File: config.mk
export PLATFORM = sky130hd
export DESIGN_NAME = calc2_req_scheduler
export DESIGN_NICKNAME = d
export VERILOG_FILES = /design/src/rtl/calc2_req_scheduler.sv
export SDC_FILE = /design/constraint.sdc
export NUM_CORES = 2
export LEC_CHECK = 0
export CAP_MARGIN = 40
export CORE_UTILIZATION = 35
export CTS_BUF_LIST = sky130_fd_sc_hd__clkbuf_2
export DETAILED_ROUTE_END_ITERATION = 12
export HOLD_SLACK_MARGIN = 0.02
export PLACE_DENSITY = 0.48
export SYNTH_ARGS = -nofsm -noshare
export SYNTH_HDL_FRONTEND = slang
export SYNTH_SLANG_ARGS = --single-unit
File: constraint.sdc
create_clock -name c_clk -period 6.85 [get_ports c_clk]
set_input_delay 1.7125 -clock c_clk [delete_from_list [all_inputs] [get_ports c_clk]]
set_output_delay 1.7125 -clock c_clk [all_outputs]
set_load 0.05 [all_outputs]
File: src/rtl/calc2_req_scheduler.sv
// Round-robin request scheduler for the shared calc2 ALU: captures two-cycle requests per port,
// queues them per port and issues one at a time over a valid/ready link.
module calc2_req_scheduler #(
    parameter int unsigned DEPTH = 4,
    parameter int unsigned DW    = 32
) (
    input  logic          c_clk,
    input  logic          reset,
    input  logic [3:0]    req1_cmd_in,
    input  logic [DW-1:0] req1_data_in,
    input  logic [1:0]    req1_tag_in,
    input  logic [3:0]    req2_cmd_in,
    input  logic [DW-1:0] req2_data_in,
    input  logic [1:0]    req2_tag_in,
    input  logic [3:0]    req3_cmd_in,
    input  logic [DW-1:0] req3_data_in,
    input  logic [1:0]    req3_tag_in,
    input  logic [3:0]    req4_cmd_in,
    input  logic [DW-1:0] req4_data_in,
    input  logic [1:0]    req4_tag_in,
    output logic          alu_valid,
    input  logic          alu_ready,
    output logic [3:0]    alu_cmd,
    output logic [DW-1:0] alu_op1,
    output logic [DW-1:0] alu_op2,
    output logic [1:0]    alu_port,
    output logic [1:0]    alu_tag,
    output logic [3:0]    port_full,
    output logic [3:0]    port_ovf
);

    localparam int unsigned AW = $clog2(DEPTH);
    localparam int unsigned EW = 4 + 2 + 2 * DW;
    localparam logic [AW:0] FULL_CNT = (AW + 1)'(DEPTH);

    typedef enum logic {StIdle, StOp2} cap_state_e;

    logic [3:0]    cmd_in  [4];
    logic [DW-1:0] data_in [4];
    logic [1:0]    tag_in  [4];

    assign cmd_in[0]  = req1_cmd_in;
    assign cmd_in[1]  = req2_cmd_in;
    assign cmd_in[2]  = req3_cmd_in;
    assign cmd_in[3]  = req4_cmd_in;
    assign data_in[0] = req1_data_in;
    assign data_in[1] = req2_data_in;
    assign data_in[2] = req3_data_in;
    assign data_in[3] = req4_data_in;
    assign tag_in[0]  = req1_tag_in;
    assign tag_in[1]  = req2_tag_in;
    assign tag_in[2]  = req3_tag_in;
    assign tag_in[3]  = req4_tag_in;

    cap_state_e    state_q   [4];
    cap_state_e    state_d   [4];
    logic [3:0]    cap_cmd_q [4];
    logic [1:0]    cap_tag_q [4];
    logic [DW-1:0] cap_op1_q [4];
    logic [EW-1:0] mem_q     [4][DEPTH];
    logic [AW-1:0] wr_ptr_q  [4];
    logic [AW-1:0] rd_ptr_q  [4];
    logic [AW:0]   count_q   [4];
    logic [1:0]    rr_q;

    logic [3:0]    push_ok;
    logic [3:0]    pop;
    logic [3:0]    ovf_set;
    logic          load;
    logic          found;
    logic [1:0]    gnt;
    logic [1:0]    idx;
    logic [EW-1:0] head;

    always_comb begin
        for (int k = 0; k < 4; k++) begin
            state_d[k] = state_q[k];
            case (state_q[k])
                StIdle:  if (cmd_in[k] != 4'd0) state_d[k] = StOp2;
                StOp2:   state_d[k] = StIdle;
                default: state_d[k] = StIdle;
            endcase
        end
    end

    // Grant scans upward from the RR pointer using pre-edge counts, so a push landing this
    // edge is not yet visible to the arbiter.
    always_comb begin
        found = 1'b0;
        gnt   = 2'd0;
        idx   = 2'd0;
        for (int i = 0; i < 4; i++) begin
            idx = rr_q + 2'(i);
            if (!found && count_q[idx] != '0) begin
                found = 1'b1;
                gnt   = idx;
            end
        end
        head = mem_q[gnt][rd_ptr_q[gnt]];
        load = !alu_valid || alu_ready;
        pop  = 4'd0;
        if (load && found) pop[gnt] = 1'b1;
        for (int k = 0; k < 4; k++) begin
            port_full[k] = (count_q[k] == FULL_CNT);
            // A simultaneous pop frees the slot, so a push into a full queue still lands.
            push_ok[k]   = (state_q[k] == StOp2) && (!port_full[k] || pop[k]);
            ovf_set[k]   = (state_q[k] == StOp2) && port_full[k] && !pop[k];
        end
    end

    always_ff @(posedge c_clk) begin
        for (int k = 0; k < 4; k++) begin
            if (!reset && push_ok[k]) begin
                mem_q[k][wr_ptr_q[k]] <= {cap_cmd_q[k], cap_tag_q[k], cap_op1_q[k], data_in[k]};
            end
        end
    end

    always_ff @(posedge c_clk) begin
        if (reset) begin
            for (int k = 0; k < 4; k++) begin
                state_q[k]   <= StIdle;
                cap_cmd_q[k] <= '0;
                cap_tag_q[k] <= '0;
                cap_op1_q[k] <= '0;
                wr_ptr_q[k]  <= '0;
                rd_ptr_q[k]  <= '0;
                count_q[k]   <= '0;
            end
            rr_q      <= '0;
            port_ovf  <= '0;
            alu_valid <= 1'b0;
            alu_cmd   <= '0;
            alu_op1   <= '0;
            alu_op2   <= '0;
            alu_port  <= '0;
            alu_tag   <= '0;
        end else begin
            for (int k = 0; k < 4; k++) begin
                state_q[k] <= state_d[k];
                if (state_q[k] == StIdle && cmd_in[k] != 4'd0) begin
                    cap_cmd_q[k] <= cmd_in[k];
                    cap_tag_q[k] <= tag_in[k];
                    cap_op1_q[k] <= data_in[k];
                end
                if (push_ok[k]) wr_ptr_q[k] <= wr_ptr_q[k] + 1'b1;
                if (pop[k])     rd_ptr_q[k] <= rd_ptr_q[k] + 1'b1;
                if (push_ok[k] && !pop[k]) begin
                    count_q[k] <= count_q[k] + 1'b1;
                end else if (!push_ok[k] && pop[k]) begin
                    count_q[k] <= count_q[k] - 1'b1;
                end
                if (ovf_set[k]) port_ovf[k] <= 1'b1;
            end
            if (load) begin
                alu_valid <= found;
                if (found) begin
                    {alu_cmd, alu_tag, alu_op1, alu_op2} <= head;
                    alu_port <= gnt;
                    rr_q     <= gnt + 2'd1;
                end
            end
        end
    end

endmodule
==> metrics.cfg <==
[status]
outcome = finished clean

[yosys]
syn_nets = 3747
yosys_warnings = 0
synthArstFlopShare = 0
syn_area_mm2 = 0.0540
synth-seq-cells = 1385
synthDistinctLibCells = 56
synth-edff-count = 1300
syn_avg_cell_area_um2 = 15.1
ys_seq_area_frac = 0.755
ys.flop_type = edfxtp_1
synthCells = 3566

[clocking]
ctsResizeCount = 0
cts_inserted_buffers = 380
clk_pin_slew_ns = 0.09
clock_latency_ns = 1.74
cts.sinks = 1385
htree_levels = 5
cts_tree = yes
post-cts-setup-buffer-count = 0
hold_buffers = 0
cts_buffer_depth = 4
cts_root_buf = clkbuf_2

[critical_path]
endpoint_kind = flip-flop
crit_type = flip-flop to flip-flop
critical_path_arrival_ns = 6.58
cp-start-kind = flip-flop
worstPathMaxFanout = 94
cp.required_ns = 8.11

[global_routing]
grt_pass1_wl_mm = 246
gr-total-overflow = 0
antenna_found_initial = 16
grt_start_max_net_pins = 149
grt_usage = 0.221
grt_pass1_vias = 33758

[power_and_ir_drop]
leakage_nw = 21.5
max-vdd-ir-drop_uv = 512
p_total_mw = 28.0
powerDensity_mw_per_mm2 = 448

[timing]
post-route-period-util = 0.777
tightest_slew_ns = 1.18
maxSlewHeadroom = 0.214
setup_viol = 0
max_freq_ghz = 0.188
setup_tns_ns = 0
slew_violations = 0
rsz0062_at_grt = no
final-hold-violation-count = 0
period_needed_ns = 5.32
skew_ns = 0.155

[final_layout]
areaGrowthSynthToFinish_pct = 15.7
fillers = 14362
finalNetCount = 4201
fin_util = 0.409
fin_area_mm2 = 0.0624
drive_gt1_frac = 0.187

[die]
core-area_mm2 = 0.152
die_area_mm2 = 0.156
ioPinCount = 236
die_x_um = 395
fp.dieH_um = 395
rows = 143
start_util = 0.354

[placement]
port_buffers = 235
hpwl_mm = 105
gp_congestion = 0.777
place_area_mm2 = 0.0591

[route]
drtAntennaViolNets = 0
drt_wl_total_mm = 173
via_count = 33499
viasPerCell = 5.28
drcViolationCount = 0
drtPass1Iterations = 7
drtIter0Drc = 2706
routedWlPerCell_um = 27.3

[worst_hold_path]
hold_class = flip-flop to flip-flop

[run]
cap_viol_max_count = 0

[stage by stage]
stage	setup WS, ns	hold slack [ns]	instances
final	1.53	0.437	6342
after floorplan	1.58	0.459	3566
after detailed placement	1.29	0.472	5668
after CTS	1.34	0.250	6333
after global placement	1.20	0.463	5652
after global routing	1.18	0.355	6337
[cell usage after synthesis, types with 2 or more instances]
library cell	count	area, µm²
edfxtp_1	1300	39000
nand2_1	434	1630
a21oi_1	290	1450
clkbuf_1	188	706
and2_1	174	1090
nor2_1	163	612
nor3_1	101	505
dfxtp_1	85	1700
nor4_1	77	482
o21bai_1	74	556
mux2i_1	71	711
a2111o_1	70	788
a211o_1	70	613
a22o_1	70	613
a22oi_1	70	526
a211oi_1	69	518
a2111oi_2	53	796
buf_2	33	165
ha_1	23	288
inv_1	23	86.3
a2111oi_1	17	170
buf_1	13	48.8
or3_1	11	68.8
nand2b_1	9	56.3
buf_4	7	52.6
xnor2_1	7	61.3
a31oi_1	6	37.5
buf_6	5	56.3
o21ai_0	5	25.0
and3_1	4	25.0
nand3_1	4	20.0
a211oi_2	3	37.5
a221oi_1	3	26.3
fa_1	3	60.1
mux4_2	3	67.6
nor3_2	3	30.0
a21bo_2	2	20.0
and3b_1	2	17.5
inv_2	2	7.51
nor4b_1	2	17.5
or2_2	2	12.5
[final cells by class]
type / count / area, µm² / area share
Clock inverter: 69 / 325 / 0.00521
Antenna cell: 9 / 22.5 / 0.000361
Timing Repair Buffer: 318 / 3400 / 0.0544
Inverter: 26 / 120 / 0.00192
Clock buffer: 596 / 2980 / 0.0478
Multi-Input combinational cell: 1909 / 12300 / 0.197
Sequential cell: 1385 / 40700 / 0.653
Tap cell: 2030 / 2540 / 0.0407
[cells by family after synthesis]
family,after synthesis,synth area share
DFF,1385,0.755
and+or+nand+nor,989,0.0850
AOI/OAI and AO/OA,810,0.116
buffers and inverters,272,0.0209
muxes,77,0.0151
adders and majority gates,26,0.00645
xor gates and xnor gates,7,0.00114
[worst paths after layout]
kind	endpoint	slack (ns)	startpoint	cells after the start
setup / recovery	mem_q[2][250]	1.53	count_q[3][0]	11
hold / removal	mem_q[0][133]	0.44	cap_op1_q[0][31]	0
setup reg to reg	mem_q[2][250]	1.53	count_q[3][0]	11
hold reg to reg	mem_q[0][133]	0.44	cap_op1_q[0][31]	0
[registers in the layout, summed over array words and instances, names as in the netlist, named ones only]
name       flops
mem_q       1120
wr_ptr_q       8
count_q       12
alu_tag        2
cap_tag_q      8
cap_cmd_q     16
alu_port       2
rr_q           2
cap_op1_q    128
alu_op2       32
alu_op1       32
alu_valid      1
rd_ptr_q       8
state_q        4
port_ovf       4
alu_cmd        4
[cells in the final DEF, fill, tap and decap left out, types with 53 or more instances in the layout]
cell type	n
a2111o_1	70
dfxtp_1	85
a2111oi_2	53
a211oi_1	69
clkbuf_2	596
nor4_1	77
a21oi_1	290
a211o_1	70
and2_1	157
nor2_1	162
edfxtp_1	1300
nor3_1	95
a22o_1	70
o21bai_1	70
a22oi_1	70
nand2_1	433
mux2i_1	71
clkdlybuf4s50_1	234
[critical path: stages, from the launching register on]
cell and delay [ns]:
edfxtp_1 0.49, nor3_1 0.43, mux4_2 0.40, o21a_1 0.17, mux2_8 0.58, clkinv_8 0.45
ha_1 0.29, nand2_1 0.18, a211oi_1 0.50, buf_2 0.24, and2_4 0.63, buf_12 0.38
[per-layer routing]
layer  share of wire  vias to the layer above  track usage
met3           0.061                      235       0.0441
met4           0.022                        0       0.0685
met5               0                        -            0
li1                -                    14911            -
met1            0.45                    17128        0.307
met2            0.47                     1225        0.348
[power by group]
part	internal (mW)	leakage, nW	switching (mW)
Sequential	9.99	12.9	0.526
Combinational	3.49	5.95	8.19
Clock	2.35	2.64	3.41
(Power assumes the default switching activity.)
